File: src/rtl/calc_pkg.sv
// Shared types and helpers for the calculator keypad entry controller.
// Holds the FSM state encoding, the key strobe priority resolver and a clog2 helper.
package calc_pkg;

    typedef enum logic [1:0] {
        ST_ENTRY  = 2'd0,
        ST_LOCK   = 2'd1,
        ST_RESULT = 2'd2
    } state_e;

    // Listed lowest to highest priority.
    typedef enum logic [2:0] {
        KEY_NONE = 3'd0,
        KEY_OP   = 3'd1,
        KEY_DIG  = 3'd2,
        KEY_BKSP = 3'd3,
        KEY_EQ   = 3'd4,
        KEY_CLR  = 3'd5
    } key_e;

    function automatic int calc_clog2(input int value);
        int r;
        r = 0;
        for (int i = 0; i < 31; i++) begin
            if ((1 << i) < value) begin
                r = i + 1;
            end
        end
        return r;
    endfunction

    // The single strongest strobe wins, even when its own action is then ignored.
    function automatic key_e key_pick(input logic clr, input logic eq, input logic bksp,
                                      input logic dig, input logic op);
        key_e k;
        if (clr)       k = KEY_CLR;
        else if (eq)   k = KEY_EQ;
        else if (bksp) k = KEY_BKSP;
        else if (dig)  k = KEY_DIG;
        else if (op)   k = KEY_OP;
        else           k = KEY_NONE;
        return k;
    endfunction

endpackage

File: src/rtl/calc_digit_counter.sv
// Per-operand saturating digit counter (clr > set_full > dec > inc).
// Latency: count registers on the next edge; count_nxt exposes the pending value combinationally.
// Backpressure: none; inc at full and dec at empty are absorbed by saturation.
module calc_digit_counter #(
    parameter int MAX_DIGITS = 4,
    parameter int CNT_W      = 3
) (
    input  logic             clock,
    input  logic             reset_n,
    input  logic             inc,
    input  logic             dec,
    input  logic             clr,
    input  logic             set_full,
    output logic [CNT_W-1:0] count_nxt,
    output logic             full,
    output logic             empty
);

    logic [CNT_W-1:0] count_q;

    assign full  = (count_q == CNT_W'(MAX_DIGITS));
    assign empty = (count_q == '0);

    always_comb begin
        count_nxt = count_q;
        if (clr)                count_nxt = '0;
        else if (set_full)      count_nxt = CNT_W'(MAX_DIGITS);
        else if (dec && !empty) count_nxt = count_q - CNT_W'(1);
        else if (inc && !full)  count_nxt = count_q + CNT_W'(1);
    end

    always_ff @(posedge clock or negedge reset_n) begin
        if (!reset_n) begin
            count_q <= '0;
        end else begin
            count_q <= count_nxt;
        end
    end

endmodule

File: src/rtl/calc_entry_ctrl.sv
// Operand-entry controller: turns keypad strobes into operand load/clear/chain/result pulses.
// Latency: every output is registered, responding one cycle after the strobe is sampled.
// Backpressure: none; strobes arriving in LOCK (except clear) or disallowed in RESULT are dropped.
module calc_entry_ctrl
    import calc_pkg::*;
#(
    parameter int NUM_OPERANDS = 2,
    parameter int MAX_DIGITS   = 4,
    parameter int KEY_W        = 4,
    parameter int SEL_W        = calc_clog2(NUM_OPERANDS + 1),
    parameter int CNT_W        = calc_clog2(MAX_DIGITS + 1)
) (
    input  logic                    clock,
    input  logic                    reset_n,
    input  logic                    dig_in,
    input  logic                    op_in,
    input  logic                    bksp_in,
    input  logic                    clr_in,
    input  logic                    eq_in,
    input  logic [KEY_W-1:0]        keycode,
    output logic [NUM_OPERANDS-1:0] load,
    output logic [NUM_OPERANDS-1:0] bksp,
    output logic [NUM_OPERANDS-1:0] clear,
    output logic                    chain,
    output logic                    result_req,
    output logic                    overflow,
    output logic [KEY_W-1:0]        op_code,
    output logic [SEL_W-1:0]        display_select,
    output logic [CNT_W-1:0]        digit_count
);

    state_e                  state, state_nxt;
    key_e                    key;
    logic [SEL_W-1:0]        sel, sel_nxt;
    logic [KEY_W-1:0]        op_nxt;
    logic [NUM_OPERANDS-1:0] load_nxt, bksp_nxt, clear_nxt;
    logic                    chain_nxt, req_nxt, ovf_nxt;
    logic [SEL_W-1:0]        disp_nxt;
    logic [CNT_W-1:0]        dc_nxt;

    logic [NUM_OPERANDS-1:0] cnt_inc, cnt_dec, cnt_clr, cnt_set;
    logic [NUM_OPERANDS-1:0] is_full, is_empty;
    logic [CNT_W-1:0]        cnt_nxt [NUM_OPERANDS];
    logic [NUM_OPERANDS-1:0] sel_onehot;
    logic                    sel_full, sel_empty;

    for (genvar g = 0; g < NUM_OPERANDS; g++) begin : g_cnt
        calc_digit_counter #(
            .MAX_DIGITS (MAX_DIGITS),
            .CNT_W      (CNT_W)
        ) u_cnt (
            .clock     (clock),
            .reset_n   (reset_n),
            .inc       (cnt_inc[g]),
            .dec       (cnt_dec[g]),
            .clr       (cnt_clr[g]),
            .set_full  (cnt_set[g]),
            .count_nxt (cnt_nxt[g]),
            .full      (is_full[g]),
            .empty     (is_empty[g])
        );
    end

    assign sel_onehot = NUM_OPERANDS'(1) << sel;

    always_comb begin
        sel_full  = 1'b0;
        sel_empty = 1'b0;
        for (int i = 0; i < NUM_OPERANDS; i++) begin
            if (sel == SEL_W'(i)) begin
                sel_full  = is_full[i];
                sel_empty = is_empty[i];
            end
        end
    end

    always_comb begin
        state_nxt = state;
        sel_nxt   = sel;
        op_nxt    = op_code;
        load_nxt  = '0;
        bksp_nxt  = '0;
        clear_nxt = '0;
        chain_nxt = 1'b0;
        req_nxt   = 1'b0;
        ovf_nxt   = 1'b0;
        cnt_inc   = '0;
        cnt_dec   = '0;
        cnt_clr   = '0;
        cnt_set   = '0;
        key       = key_pick(clr_in, eq_in, bksp_in, dig_in, op_in);

        if (key == KEY_CLR) begin
            clear_nxt = '1;
            cnt_clr   = '1;
            sel_nxt   = '0;
            state_nxt = ST_ENTRY;
        end else begin
            case (state)
                ST_LOCK: state_nxt = ST_ENTRY;
                ST_ENTRY: begin
                    case (key)
                        KEY_EQ: begin
                            req_nxt   = 1'b1;
                            state_nxt = ST_RESULT;
                        end
                        KEY_BKSP: begin
                            if (!sel_empty) begin
                                load_nxt  = sel_onehot;
                                bksp_nxt  = sel_onehot;
                                cnt_dec   = sel_onehot;
                                state_nxt = ST_LOCK;
                            end
                        end
                        KEY_DIG: begin
                            if (sel_full) begin
                                ovf_nxt = 1'b1;
                            end else begin
                                load_nxt  = sel_onehot;
                                cnt_inc   = sel_onehot;
                                state_nxt = ST_LOCK;
                            end
                        end
                        KEY_OP: begin
                            op_nxt  = keycode;
                            sel_nxt = (sel == SEL_W'(NUM_OPERANDS - 1)) ? '0 : sel + SEL_W'(1);
                        end
                        default: ;
                    endcase
                end
                ST_RESULT: begin
                    case (key)
                        KEY_DIG: begin
                            clear_nxt = '1;
                            cnt_clr   = '1;
                            sel_nxt   = '0;
                            state_nxt = ST_ENTRY;
                        end
                        // Result becomes operand 0 (already "full"); later operands start fresh.
                        KEY_OP: begin
                            chain_nxt = 1'b1;
                            op_nxt    = keycode;
                            cnt_set   = NUM_OPERANDS'(1);
                            cnt_clr   = ~NUM_OPERANDS'(1);
                            clear_nxt = ~NUM_OPERANDS'(1);
                            sel_nxt   = SEL_W'(1);
                            state_nxt = ST_ENTRY;
                        end
                        default: ;
                    endcase
                end
                default: state_nxt = ST_ENTRY;
            endcase
        end
    end

    // Display reflects the post-edge state so it lines up with the registered pulses.
    always_comb begin
        disp_nxt = sel_nxt;
        dc_nxt   = '0;
        if (state_nxt == ST_RESULT) begin
            disp_nxt = SEL_W'(NUM_OPERANDS);
        end else begin
            for (int i = 0; i < NUM_OPERANDS; i++) begin
                if (sel_nxt == SEL_W'(i)) begin
                    dc_nxt = cnt_nxt[i];
                end
            end
        end
    end

    always_ff @(posedge clock or negedge reset_n) begin
        if (!reset_n) begin
            state          <= ST_ENTRY;
            sel            <= '0;
            op_code        <= '0;
            load           <= '0;
            bksp           <= '0;
            clear          <= '0;
            chain          <= 1'b0;
            result_req     <= 1'b0;
            overflow       <= 1'b0;
            display_select <= '0;
            digit_count    <= '0;
        end else begin
            state          <= state_nxt;
            sel            <= sel_nxt;
            op_code        <= op_nxt;
            load           <= load_nxt;
            bksp           <= bksp_nxt;
            clear          <= clear_nxt;
            chain          <= chain_nxt;
            result_req     <= req_nxt;
            overflow       <= ovf_nxt;
            display_select <= disp_nxt;
            digit_count    <= dc_nxt;
        end
    end

endmodule

File: config.mk
export PLATFORM = sky130hd
export DESIGN_NAME = calc_entry_ctrl
export DESIGN_NICKNAME = d
export VERILOG_FILES = /design/src/rtl/calc_pkg.sv /design/src/rtl/calc_digit_counter.sv /design/src/rtl/calc_entry_ctrl.sv
export SDC_FILE = /design/constraint.sdc
export NUM_CORES = 1
export LEC_CHECK = 0
export CORE_MARGIN = 8
export CORE_UTILIZATION = 51
export CTS_BUF_LIST = sky130_fd_sc_hd__clkbuf_4 sky130_fd_sc_hd__clkbuf_8 sky130_fd_sc_hd__clkbuf_16
export DETAILED_ROUTE_END_ITERATION = 7
export PLACE_DENSITY = 0.9
export SETUP_SLACK_MARGIN = 0.2
export SKIP_CTS_REPAIR_TIMING = 1
export SLEW_MARGIN = 30
export SYNTH_ARGS = -nofsm -noshare
export SYNTH_HDL_FRONTEND = slang
export SYNTH_HIERARCHICAL = 1
export SYNTH_SLANG_ARGS = --single-unit
File: constraint.sdc
create_clock -name clock -period 3.8 [get_ports clock]
set_clock_uncertainty 0.2 [all_clocks]
set_input_delay 0.57 -clock clock [delete_from_list [all_inputs] [get_ports clock]]
set_output_delay 0.57 -clock clock [all_outputs]
set_load 0.02 [all_outputs]
Word-level counts from Yosys, hierarchy flattened
Index checks and enable logic that the tools add are counted.

Output and inout bits: 18. Logic and storage cells: 106. Bits in registers: 28.

Bitwise operators: 1. Add/sub/neg operators: 5. Reductions and logical operators: 16. Eq/ne operators: 11. Mux-type cells: 59. Shifts and indexed selects: 1.

Operators by type and width (count): 2-to-1 mux 2 bit (22); 2-to-1 mux 3 bit (13); case mux 2 bit (2 select lines) (5); 2-to-1 mux 1 bit (18); equality test 3 bit, second input constant (4); adder 3 x 1 -> 3 bit, second input constant (2); equality test 3 x 2 -> 1 bit, second input constant (2); logical NOT 2 bit (3); logical NOT 3 bit (2); case mux 2 bit (3 select lines) (1); subtractor 3 x 1 -> 3 bit, second input constant (2); equality test 2 x 1 -> 1 bit, second input constant (2); equality test 2 bit, second input constant (2); logical AND 1 bit (4); logical NOT 1 bit (4); OR reduction 2 bit (2); equality test 3 x 1 -> 1 bit, second input constant (1); AND reduction 3 bit (1); adder 2 x 1 -> 2 bit, second input constant (1); << shifter 1 x 2 -> 2 bit, first input constant (1); inverter 1 bit (1).

Depth between registers and ports, before layout
Depth in word-level cells: 17. Gate-level depth with buffers: 10.

Cells and area by module
The synthesis kept the hierarchy.

By module, submodules not included: calc_entry_ctrl (cells each 83, area each 993.5 µm², instances 1, sequential area each 550.5 µm²); calc_digit_counter (cells each 27, area each 270.3 µm², instances 2, sequential area each 75.1 µm²).

Least setup slack after synthesis
Ideal clock, no wire load.

Path type: input to register. From: in eq_in. To: reg digit_count[0]. Path slack: 882 ps. Data required time: 3522 ps. Cell stages on the path: 9. Path buffers: 0. Library setup time: 78 ps. Arrival: 2641 ps. Path through: or3_4 > or3_4 > or3_4 > nor3_2 > a21boi_1 > nor4_1 > nor4b_2 > nand4b_1 > a21oi_1.

RTL lines: start, declared (RTL line calc_entry_ctrl.sv:19) `input logic eq_in,`; end signal, assigned (RTL line calc_entry_ctrl.sv:196) `digit_count <= dc_nxt;`; end, declared (RTL line calc_entry_ctrl.sv:29) `output logic [CNT_W-1:0] digit_count`.

==> flow_summary.toml <==
[status]
outcome = "finished, final reports clean"

[setup_path]
crit_fanout = 6
path_buf_inv = 1
cp_cell_sequence = "clkdlybuf4s50_1, or3_4, or3_4, or3_4, nor3_2, a21boi_1, nor4_1, nor4b_2, o31ai_1, a21oi_1"
critPathKind = "input port to flop"
path_common_cell = "or3_4"
critPathTopFamily = "simple AND/OR/NAND/NOR gates"
reg2reg_depth = 9
r2r-end = "digit_count[0]$_DFF_PN0_"
worstPathRequired_ps = 3880
arrival_ps = 3510
start_kind = "input port"
max_stage_delay_ps = 490
r2r_setup_slack_ps = 660
crit_slowest_cell = "clkdlybuf4s50_1"
r2r-start = "state[0]$_DFF_PN0_"
endpoint_kind = "flop"

[logic_synthesis]
syn_area_sq_um = 1530
synthArstFlopShare_pct = 100
synthCells = 137
yosys_warnings = 6
yosys.area.top_type = "dfrtp_1"
synth_top_area_share_pct = 45.7
synth.distinct_cells = 42
synth.avg_cell_area_sq_um = 11.2
synth_area_leaders = "dfrtp_1, ha_1, o31ai_1, a21oi_1, mux2_2"
ys_ff_latch = 28
synth-edff-count = 0
synthTopCellsByCount = "dfrtp_1, a21oi_1, inv_1"
yosysMostFrequentCell = "dfrtp_1"
synthFlopType = "dfrtp_1"
ys_seq_area_share_pct = 45.7

[sta]
fin_crit_ps = 3430
slew_violations = 0
finalHoldViolations = 0
min_period_over_period_pct = 90.3
fin_setup_tns_ps = 0
holdWs_ps = 331
max_slew_margin_pct = 65.4
tightest_slew_ps = 517
max_freq_mhz = 291
rsz0062_at_grt = "false"
setup_viol = 0
fin_ws_ps = 368

[route]
antenna_left = 0
drc = 0
met1_length_um = 1430
post_drt_wl_per_cell_um = 17.5
drtIter0Drc = 65
met3WireLength_um = 233
drt_wl_total_um = 3620
vias = 1254
routed.top_layer = "met4"
dr.pass1.iters = 4
vias_per_cell = 6.06
wl_met2_um = 1880

[power]
p_comb_share_pct = 18.6
powerDensity_nw_per_um2 = 333
seq_power_share_pct = 50.7
p_sw_share_pct = 25.6
p_sw_mw = 0.165
p_int_mw = 0.480
p_leak_nw = 0.803
clockPowerShare_pct = 30.7
peakVddDrop_uv = 229

[cts]
clock_latency_ps = 340
clock-root-buffer = "clkbuf_4"
htreeDepth = 1
clk_pin_slew_worst_paths_ps = 150
clock_sinks = 28
numCtsBuffers = 3
clock_path_buffers = 2
cts_tree = "built"

[min_path]
min_from = "op_code[1]$_DFFE_PN0P_"
holdPathStages = 1
hp-class = "flop to flop"
min_to = "op_code[1]$_DFFE_PN0P_"

[layout]
finish.utilization_pct = 65.6
diodes = 0
num-nets-final = 192
syn_to_final_growth_pct = 26.3
final_cells = 207
drive_above_1_share_pct = 16.1

[grt]
track_usage_pct = 14.8
grt-ovfl-total = 0
grt_pass1_vias = 1313
grt_pass1_wl_um = 5980
grt_antenna_before_repair = 0
grt_max_degree = 29

[placement]
place_ws_ps = 24.0
dp_cells = 203
numPortBuffers = 28
dp_hpwl_um = 2760
gp_congestion = 0.854

[floorplanning]
core_sq_um = 2950
fp-row-count = 20
die_w_um = 70.8
io_pins = 29
die_h_um = 70.8
initial_core_util_pct = 51.9
dieArea_sq_um = 5020

[run]
drv_cap = 0
==> metrics by stage <==
step                      power, mW  area [sq um]
final                         0.645          1940
after global routing          0.670          1940
after CTS                     0.648          1940
after detailed placement      0.452          1890
after global placement        0.448          1890
after floorplan               0.391          1540
==> worst max path at each step <==
stage          start                       end  slack (ps)  depth (start not counted)
2_1_floorplan  eq_in  digit_count[0]$_DFF_PN0_         880                          9
4_1_cts        eq_in  digit_count[0]$_DFF_PN0_         390                         10
6_report       eq_in  digit_count[0]$_DFF_PN0_         370                         10
3_3_place_gp   eq_in  digit_count[0]$_DFF_PN0_         160                         10
3_5_place_dp   eq_in  digit_count[0]$_DFF_PN0_          20                         10
5_1_grt        eq_in  digit_count[0]$_DFF_PN0_         320                         10
==> cell usage in the layout (no fill, tap or decap), types with 4 or more instances in the layout <==
master	Yosys	final
dfrtp_1	28	28
o31ai_1	7	7
clkdlybuf4s50_1	0	28
a21oi_1	9	9
nor4_1	6	6
mux2_2	4	4
inv_1	8	8
nor2_1	6	6
mux2i_1	4	4
buf_4	0	5
ha_1	6	6
==> power groups by stage <==
stage / logic (mW) / registers (mW) / clock network (mW)
final: 0.120 / 0.327 / 0.198
after global routing: 0.129 / 0.329 / 0.212
after CTS: 0.120 / 0.327 / 0.200
after detailed placement: 0.119 / 0.333 / 0
after global placement: 0.117 / 0.331 / 0
after floorplan: 0.0435 / 0.348 / 0
==> cells by family (layout without fill, tap and decap cells) <==
kind of cell / Yosys count / in the layout / synth area share [%]
simple gates: 47 / 47 / 23.7
compound gates: 34 / 34 / 15.6
flops: 28 / 28 / 45.7
buf+inv: 11 / 46 / 3.18
mux: 8 / 8 / 5.55
fa+ha+maj: 6 / 6 / 4.89
xor+xnor: 2 / 2 / 1.14
other cells: 1 / 3 / 0.244
==> layout make-up <==
type,count,area (sq um)
repair buffers,33,318
well taps,33,41.3
fillers,242,1010
multi-input cells,100,792
clock buffers,3,22.5
clock inverters,1,30.0
inverters,9,33.8
flip-flops and latches,28,701
==> flip-flops by register name (all words and copies together), names as in the netlist, 2 cells and up <==
signal / count
g_cnt.u_cnt/count_q: 6
op_code: 4
digit_count: 3
bksp: 2
clear: 2
display_select: 2
load: 2
sel: 2
state: 2
==> metal layers <==
metal,GRT usage (%),vias to the layer above
li1,-,581
met1,15.8,607
met2,25.6,55
met3,3.95,11
met4,8.55,0
met5,0,-
No activity file was read; power rests on OpenSTA's default activity.
